`src/rtl/dac_interface_pkg.sv`:
```
// Shared definitions for the TX DAC front end: settings-bus addresses,
// ramp FSM states and the DUC-to-DAC mux helper.
package dac_interface_pkg;

    // Settings-bus register map for the TX DAC path
    localparam logic [6:0] FR_TX_MUX       = 7'd40;
    localparam logic [6:0] FR_DAC_OFFSET_0 = 7'd41;
    localparam logic [6:0] FR_DAC_OFFSET_1 = 7'd42;
    localparam logic [6:0] FR_DAC_OFFSET_2 = 7'd43;
    localparam logic [6:0] FR_DAC_OFFSET_3 = 7'd44;
    localparam logic [6:0] FR_TX_CLIP_CLR  = 7'd45;

    typedef enum logic [1:0] {
        IDLE      = 2'd0,
        RAMP_UP   = 2'd1,
        ON        = 2'd2,
        RAMP_DOWN = 2'd3
    } ramp_state_t;

    // samples order: 0 = duc0_i, 1 = duc0_q, 2 = duc1_i, 3 = duc1_q.
    // Any select with bit 3 or bit 2 set yields zero (bit 3 = force zero,
    // 4..7 reserved).
    function automatic logic [15:0] select_sample(input logic [3:0]       sel,
                                                  input logic [3:0][15:0] samples);
        if (sel[3] || sel[2]) begin
            return 16'd0;
        end
        return samples[sel[1:0]];
    endfunction

endpackage

```
`src/rtl/dac_interface_if.sv`:
```
// Serial settings bus: the host side drives it, the DAC front end listens.
interface dac_interface_if;
    logic [6:0]  serial_addr;
    logic [31:0] serial_data;
    logic        serial_strobe;

    modport master (output serial_addr, output serial_data, output serial_strobe);
    modport slave  (input  serial_addr, input  serial_data, input  serial_strobe);
endinterface

```
`src/rtl/dac_chain.sv`:
```
// One DAC path after the mux: gain multiply (S3), offset add with
// saturation and truncation to the DAC width (S4), and a sticky clip counter.
module dac_chain #(
    parameter int DAC_WIDTH = 14,
    parameter int RAMP_BITS = 8
) (
    input  logic                        clock,
    input  logic                        reset,
    input  logic signed [15:0]          sample,
    input  logic        [RAMP_BITS:0]   gain,
    input  logic signed [15:0]          offset,
    input  logic                        clip_clear,
    output logic signed [DAC_WIDTH-1:0] dac_out,
    output logic        [15:0]          clip_count
);

    localparam int PROD_W = RAMP_BITS + 18;

    logic signed [PROD_W-1:0]    sample_ext;
    logic signed [PROD_W-1:0]    gain_ext;
    logic signed [PROD_W-1:0]    product;
    logic signed [15:0]          scaled_reg;
    logic signed [16:0]          sum;
    logic signed [15:0]          sat_val;
    logic                        clip_event;
    logic signed [DAC_WIDTH-1:0] dac_out_reg;
    logic        [15:0]          clip_count_reg;

    // Gain is unsigned, so it is zero-extended before the signed multiply
    assign sample_ext = PROD_W'(sample);
    assign gain_ext   = $signed(PROD_W'({1'b0, gain}));
    assign product    = sample_ext * gain_ext;

    // S3: scale by gain / 2^RAMP_BITS; full-scale gain is an exact pass-through
    always_ff @(posedge clock) begin
        if (reset) begin
            scaled_reg <= '0;
        end else begin
            scaled_reg <= 16'(product >>> RAMP_BITS);
        end
    end

    // Offset add in 17 bits, then clamp to the 16-bit signed range
    always_comb begin
        sum        = 17'(scaled_reg) + 17'(offset);
        sat_val    = sum[15:0];
        clip_event = 1'b0;
        if (sum[16:15] == 2'b01) begin
            sat_val    = 16'sh7FFF;
            clip_event = 1'b1;
        end else if (sum[16:15] == 2'b10) begin
            sat_val    = -16'sh8000;
            clip_event = 1'b1;
        end
    end

    // S4: keep the top DAC_WIDTH bits, truncating the rest
    always_ff @(posedge clock) begin
        if (reset) begin
            dac_out_reg <= '0;
        end else begin
            dac_out_reg <= DAC_WIDTH'(sat_val >>> (16 - DAC_WIDTH));
        end
    end

    // Clip counter: clear beats a coincident clip, and it sticks at all-ones
    always_ff @(posedge clock) begin
        if (reset) begin
            clip_count_reg <= '0;
        end else if (clip_clear) begin
            clip_count_reg <= '0;
        end else if (clip_event && (clip_count_reg != 16'hFFFF)) begin
            clip_count_reg <= clip_count_reg + 16'd1;
        end
    end

    assign dac_out    = dac_out_reg;
    assign clip_count = clip_count_reg;

endmodule

```
`src/rtl/dac_interface.sv`:
```
// TX DAC front end: registers the DUC samples, routes them through the
// settings-programmed mux, and feeds four dac_chain paths that share one
// soft on/off gain ramp.
module dac_interface
    import dac_interface_pkg::*;
#(
    parameter int DAC_WIDTH = 14,
    parameter int RAMP_BITS = 8
) (
    input  logic                        clock,
    input  logic                        reset,
    input  logic                        enable,
    dac_interface_if.slave              settings,
    input  logic signed [15:0]          duc0_i,
    input  logic signed [15:0]          duc0_q,
    input  logic signed [15:0]          duc1_i,
    input  logic signed [15:0]          duc1_q,
    output logic signed [DAC_WIDTH-1:0] tx_a_a,
    output logic signed [DAC_WIDTH-1:0] tx_b_a,
    output logic signed [DAC_WIDTH-1:0] tx_a_b,
    output logic signed [DAC_WIDTH-1:0] tx_b_b,
    output logic        [15:0]          clip_0,
    output logic        [15:0]          clip_1,
    output logic        [15:0]          clip_2,
    output logic        [15:0]          clip_3,
    output logic        [3:0]           tx_numchan,
    output logic                        tx_active
);

    localparam logic [RAMP_BITS:0] GAIN_FULL = {1'b1, {RAMP_BITS{1'b0}}};
    localparam logic [RAMP_BITS:0] GAIN_ONE  = {{RAMP_BITS{1'b0}}, 1'b1};

    logic [19:0]          mux_reg;
    logic [3:0][15:0]     duc_s1_reg;
    logic [DAC_WIDTH-1:0] dac_codes [4];
    logic [15:0]          clip_counts [4];
    ramp_state_t          state_reg, state_next;
    logic [RAMP_BITS:0]   gain_reg, gain_next;
    logic                 unused_data_bits;

    // Only the low 20 data bits carry settings for this block
    assign unused_data_bits = ^settings.serial_data[31:20];

    // Mux / channel-count register
    always_ff @(posedge clock) begin
        if (reset) begin
            mux_reg <= '0;
        end else if (settings.serial_strobe && (settings.serial_addr == FR_TX_MUX)) begin
            mux_reg <= settings.serial_data[19:0];
        end
    end

    // S1: capture the DUC samples
    always_ff @(posedge clock) begin
        if (reset) begin
            duc_s1_reg <= '0;
        end else begin
            duc_s1_reg <= {duc1_q, duc1_i, duc0_q, duc0_i};
        end
    end

    // Ramp FSM state and gain registers
    always_ff @(posedge clock) begin
        if (reset) begin
            state_reg <= IDLE;
            gain_reg  <= '0;
        end else begin
            state_reg <= state_next;
            gain_reg  <= gain_next;
        end
    end

    // Ramp FSM: a direction change keeps the current gain and resumes from it
    always_comb begin
        state_next = state_reg;
        gain_next  = gain_reg;
        case (state_reg)
            IDLE: begin
                gain_next = '0;
                if (enable) state_next = RAMP_UP;
            end
            RAMP_UP: begin
                if (!enable) begin
                    state_next = RAMP_DOWN;
                end else if (gain_reg >= (GAIN_FULL - GAIN_ONE)) begin
                    state_next = ON;
                    gain_next  = GAIN_FULL;
                end else begin
                    gain_next = gain_reg + GAIN_ONE;
                end
            end
            ON: begin
                gain_next = GAIN_FULL;
                if (!enable) state_next = RAMP_DOWN;
            end
            RAMP_DOWN: begin
                if (enable) begin
                    state_next = RAMP_UP;
                end else if (gain_reg <= GAIN_ONE) begin
                    state_next = IDLE;
                    gain_next  = '0;
                end else begin
                    gain_next = gain_reg - GAIN_ONE;
                end
            end
            default: begin
                state_next = IDLE;
                gain_next  = '0;
            end
        endcase
    end

    genvar gi;
    generate
        for (gi = 0; gi < 4; gi++) begin : g_path
            logic signed [15:0] offset_reg;
            logic signed [15:0] sample_s2_reg;
            logic               clip_clear;

            assign clip_clear = settings.serial_strobe
                             && (settings.serial_addr == FR_TX_CLIP_CLR)
                             && settings.serial_data[gi];

            // Per-DAC signed offset register
            always_ff @(posedge clock) begin
                if (reset) begin
                    offset_reg <= '0;
                end else if (settings.serial_strobe
                          && (settings.serial_addr == (FR_DAC_OFFSET_0 + 7'(gi)))) begin
                    offset_reg <= settings.serial_data[15:0];
                end
            end

            // S2: mux selection; a select change switches here without smoothing
            always_ff @(posedge clock) begin
                if (reset) begin
                    sample_s2_reg <= '0;
                end else begin
                    sample_s2_reg <= select_sample(mux_reg[4*gi +: 4], duc_s1_reg);
                end
            end

            dac_chain #(
                .DAC_WIDTH (DAC_WIDTH),
                .RAMP_BITS (RAMP_BITS)
            ) u_chain (
                .clock      (clock),
                .reset      (reset),
                .sample     (sample_s2_reg),
                .gain       (gain_reg),
                .offset     (offset_reg),
                .clip_clear (clip_clear),
                .dac_out    (dac_codes[gi]),
                .clip_count (clip_counts[gi])
            );
        end
    endgenerate

    assign tx_a_a     = $signed(dac_codes[0]);
    assign tx_b_a     = $signed(dac_codes[1]);
    assign tx_a_b     = $signed(dac_codes[2]);
    assign tx_b_b     = $signed(dac_codes[3]);
    assign clip_0     = clip_counts[0];
    assign clip_1     = clip_counts[1];
    assign clip_2     = clip_counts[2];
    assign clip_3     = clip_counts[3];
    assign tx_numchan = mux_reg[19:16];
    assign tx_active  = (state_reg != IDLE);

endmodule

```
`src/flat_wrapper.sv`:
```
// flat-port wrapper written by rule: the top's interface ports become plain ports
module dac_interface_flat import dac_interface_pkg::*;
#(
    parameter int DAC_WIDTH = 14,
    parameter int RAMP_BITS = 8
)
  (clock, reset, enable, duc0_i, duc0_q, duc1_i, duc1_q, tx_a_a, tx_b_a, tx_a_b, tx_b_b, clip_0, clip_1, clip_2, clip_3, tx_numchan, tx_active, settings_serial_addr, settings_serial_data, settings_serial_strobe);
  dac_interface_if settings_i ();
  input  logic clock;
  input  logic reset;
  input  logic enable;
  input  logic signed [15:0] duc0_i;
  input  logic signed [15:0] duc0_q;
  input  logic signed [15:0] duc1_i;
  input  logic signed [15:0] duc1_q;
  output logic signed [DAC_WIDTH-1:0] tx_a_a;
  output logic signed [DAC_WIDTH-1:0] tx_b_a;
  output logic signed [DAC_WIDTH-1:0] tx_a_b;
  output logic signed [DAC_WIDTH-1:0] tx_b_b;
  output logic        [15:0] clip_0;
  output logic        [15:0] clip_1;
  output logic        [15:0] clip_2;
  output logic        [15:0] clip_3;
  output logic        [3:0] tx_numchan;
  output logic tx_active;
  input wire logic [$bits(settings_i.serial_addr)-1:0] settings_serial_addr;
  input wire logic [$bits(settings_i.serial_data)-1:0] settings_serial_data;
  input wire logic [$bits(settings_i.serial_strobe)-1:0] settings_serial_strobe;
  assign settings_i.serial_addr = settings_serial_addr;
  assign settings_i.serial_data = settings_serial_data;
  assign settings_i.serial_strobe = settings_serial_strobe;
  dac_interface #(.DAC_WIDTH(DAC_WIDTH), .RAMP_BITS(RAMP_BITS)) u_core (.clock(clock), .reset(reset), .enable(enable), .settings(settings_i), .duc0_i(duc0_i), .duc0_q(duc0_q), .duc1_i(duc1_i), .duc1_q(duc1_q), .tx_a_a(tx_a_a), .tx_b_a(tx_b_a), .tx_a_b(tx_a_b), .tx_b_b(tx_b_b), .clip_0(clip_0), .clip_1(clip_1), .clip_2(clip_2), .clip_3(clip_3), .tx_numchan(tx_numchan), .tx_active(tx_active));
endmodule
```
`config.mk`:
```
export PLATFORM = sky130hd
export DESIGN_NAME = dac_interface_flat
export DESIGN_NICKNAME = d
export VERILOG_FILES = /design/src/rtl/dac_interface_pkg.sv /design/src/rtl/dac_interface_if.sv /design/src/rtl/dac_chain.sv /design/src/rtl/dac_interface.sv /design/src/flat_wrapper.sv
export SDC_FILE = /design/constraint.sdc
export NUM_CORES = 2
export LEC_CHECK = 0
export BUFFER_PORTS_ARGS = -buffer_cell sky130_fd_sc_hd__buf_2
export CAP_MARGIN = 15
export CORE_UTILIZATION = 45
export DETAILED_ROUTE_END_ITERATION = 10
export PLACE_DENSITY = 0.67
export REMOVE_ABC_BUFFERS = 1
export SYNTH_ARGS = -nofsm -noshare
export SYNTH_HDL_FRONTEND = slang
export SYNTH_HIERARCHICAL = 1
export SYNTH_SLANG_ARGS = --single-unit
```
`constraint.sdc`:
```
create_clock -name clock -period 5.9 [get_ports clock]
set_clock_uncertainty 0.2 [all_clocks]
set_input_delay 1.18 -clock clock [delete_from_list [all_inputs] [get_ports clock]]
set_output_delay 1.18 -clock clock [all_outputs]
set_load 0.01 [all_outputs]
```
==> out/qor.csv <==
stage,metric,value,unit
run_status,outcome,"finished, final reports clean",
setup_path,CP Data Arrival Time,5.98,ns
timing,Period minus WS final,5.65,ns
global_routing,Total Routing Usage GR,0.216,
floorplan,Core Region,0.0804,mm²
floorplan,IO Count,232,
power,Leak Pwr,0.0202,µW
layout,final net count,4928,
timing,setup TNS,0,ns
yosys,Mapped Cells,3856,
yosys,"Top FF cell, synth",dfxtp_1,
cts,CTS Sinks,407,
yosys,"Async S/R FF share, synth",0,
timing,Slew @ Worst Pin,1.08,ns
worst_hold_path,hold path depth,2,
power,worst vdd ir,0.217,mV
floorplan,die height,287,µm
yosys,Post-Syn Area per Cell,9.46,µm²
cts,worst skew pair latency,0.60,ns
place,DP Area,0.0392,mm²
floorplan,std cell rows,104,
layout,"commonest non-fill, non-tap cell in the layout",inv_1,
timing,"Setup violations, final",0,
detailed_routing,Starting DRT DRC Count,1521,
power,power share of the clock group,0.423,
timing,fmax,177,MHz
detailed_routing,WL/cell,17.0,µm
global_routing,GRT Residual Overflow,0,
power,Switching Share,0.285,
yosys,Synth Warn #,6,
power,Total Power Consumption,7000,µW
place,post-DP HPWL,68700,µm
timing,"Slew Viols, Final",0,
cts,H-tree depth,2,
layout,non-filler cells in the finished layout,5177,
yosys,"FF+latch count, synth",407,
timing,Final Cycle Share,0.958,
power,PD cells,171,mW/mm²
detailed_routing,First-pass DRT Iterations,8,
floorplan,Die ar.,0.0822,mm²
detailed_routing,via count,26196,
layout,FILL cells,7436,
setup_path,flop2flop setup slack,0.25,ns
worst_hold_path,hold crit path type,flop to flop,
setup_path,crit path kind,flop to flop,
floorplan,Chip Width,287,µm
setup_path,Crit Path Max Fanout,21,
detailed_routing,DRT Wirelength,88000,µm
job,Max Cap Violations,0,
place,dpl ws,0.0218,ns
timing,Setup WS post-layout,0.250,ns
cts,clock-pin transition on the worst setup and hold timing paths,0.06,ns
power,internal power,5010,µW
layout,Area Overhead vs Synth,12.0,%
global_routing,first-pass GRT wire length,141000,µm
setup_path,endpoint class of the critical path,flop,
yosys,mapped cell area,0.0365,mm²
global_routing,initial antenna violation count,1,
timing,Slew HR,0.280,
place,Routability Congestion,0.857,
yosys,Yosys cell types,98,
detailed_routing,Vias/cell,5.06,
cts,Clock Path Buffers,3,
yosys,number of flops mapped to enable cells by yosys,0,
timing,unrepaired setup endpoints after global routing,false,
place,Port Buffers,219,
layout,design area,0.0408,mm²
detailed_routing,post-route ant nets,0,
cts,CTS tree,yes,
yosys,sequential area share after synthesis,0.223,
power,Comb pwr share,0.151,
timing,Fin. Hold Viols,0,
power,Sequential Power Share,0.425,
global_routing,vias in the first global route,26314,
place,placed insts,5087,
detailed_routing,DRC,0,
setup_path,Crit path required time,6.23,ns
floorplan,Initial Util,0.453,
layout,"commonest non-fill, non-tap cells in the layout","inv_1, fa_1, nand2_1",
layout,layout cells sized above 1,0.137,
cts,Num CTS Buffers,48,
setup_path,Worst R2R Path Depth,19,
setup_path,crit path launch type,flop,
power,P_sw,1990,µW
cts,Clock Tree Root,clkbuf_16,
global_routing,largest net degree at the start of global routing,86,
Yosys cell counts, types with 41 or more instances:
cell      number  share of area
inv_1        573          0.059
fa_1         456           0.25
dfxtp_1      407           0.22
nand2_1      402          0.041
ha_1         285          0.098
and2_1       279          0.048
nor2_1       266          0.027
nor2b_1      140          0.024
clkbuf_1     129          0.013
a21oi_1      121          0.017
xnor2_1      111          0.027
xor2_1        77          0.018
mux2i_1       71          0.019
mux4_2        64          0.040
nand3_1       43         0.0059
nor3_1        41         0.0056
layout make-up:
type,instances,area (µm²),share of cell area
diodes,1,2.50,0.0000613
clock buffers,63,1330,0.0325
clock inverters,23,250,0.00613
inverters,576,2160,0.0529
multi-input cells,2713,25500,0.623
flip-flops and latches,407,8180,0.200
well taps,1060,1330,0.0325
repair buffers,334,2140,0.0525
power by group through the flow:
stage	Clock, µW	Combinational (µW)	Sequential (µW)
after floorplan	0	608	3030
after global placement	0	1040	3030
after detailed placement	0	1060	3030
after CTS	3040	1060	2970
after global routing	3160	1180	2990
final	2960	1060	2980
logic make-up (layout without fill, tap and decap cells):
family	after synthesis	after routing	share of synthesized area
buffers and inverters	736	996	0.0789
adder cells (fa/ha/maj)	741	741	0.348
AND/OR/NAND/NOR	1317	1317	0.181
other	0	1	0
flip-flops	407	407	0.223
multiplexers	137	137	0.0596
AO/OA/AOI/OAI	330	330	0.0633
XOR/XNOR	188	188	0.0452
per-stage QoR:
step,hold slack (ns),utilization
after floorplan,0.226,-
after global placement,0.237,0.487
after detailed placement,0.242,0.487
after CTS,0.250,0.507
after global routing,0.271,0.508
final,0.249,0.508
per-layer routing:
layer  vias up  track usage  part of all wire
li1      12647            -                 -
met1     12749        0.297              0.45
met2       685        0.351              0.46
met3       115       0.0331             0.058
met4         0       0.0636             0.029
met5         -            0                 0
final timing paths:
check	startpoint	end
min reg2reg	u_core/mux_reg[17]	u_core/mux_reg[17]
max reg2reg	u_core/gain_reg[6]	u_core/g_path[0].u_chain/scaled_reg[13]
max	u_core/gain_reg[6]	u_core/g_path[0].u_chain/scaled_reg[13]
min	u_core/mux_reg[17]	u_core/mux_reg[17]
critical path: stages (launching register included):
cell,delay [ns]
dfxtp_2,0.45
buf_6,0.23
nand2_1,0.10
fa_1,0.55
inv_1,0.05
fa_1,0.47
fa_1,0.52
fa_1,0.56
inv_1,0.06
fa_1,0.54
inv_1,0.05
ha_1,0.32
a21o_1,0.20
a21oi_2,0.18
a211oi_2,0.09
buf_4,0.16
nor3_4,0.23
nor3_1,0.09
or4b_1,0.47
nand2_1,0.08
repair_timing:
action | CTS | global route
hold endpoints to repair | 0 | 0
endpoints found under the setup margin | 0 | 25
buffers inserted | 0 | 3
hold buffers | 0 | 0
gates resized for setup | 0 | 12
Power figures use the tool's default switching activity.
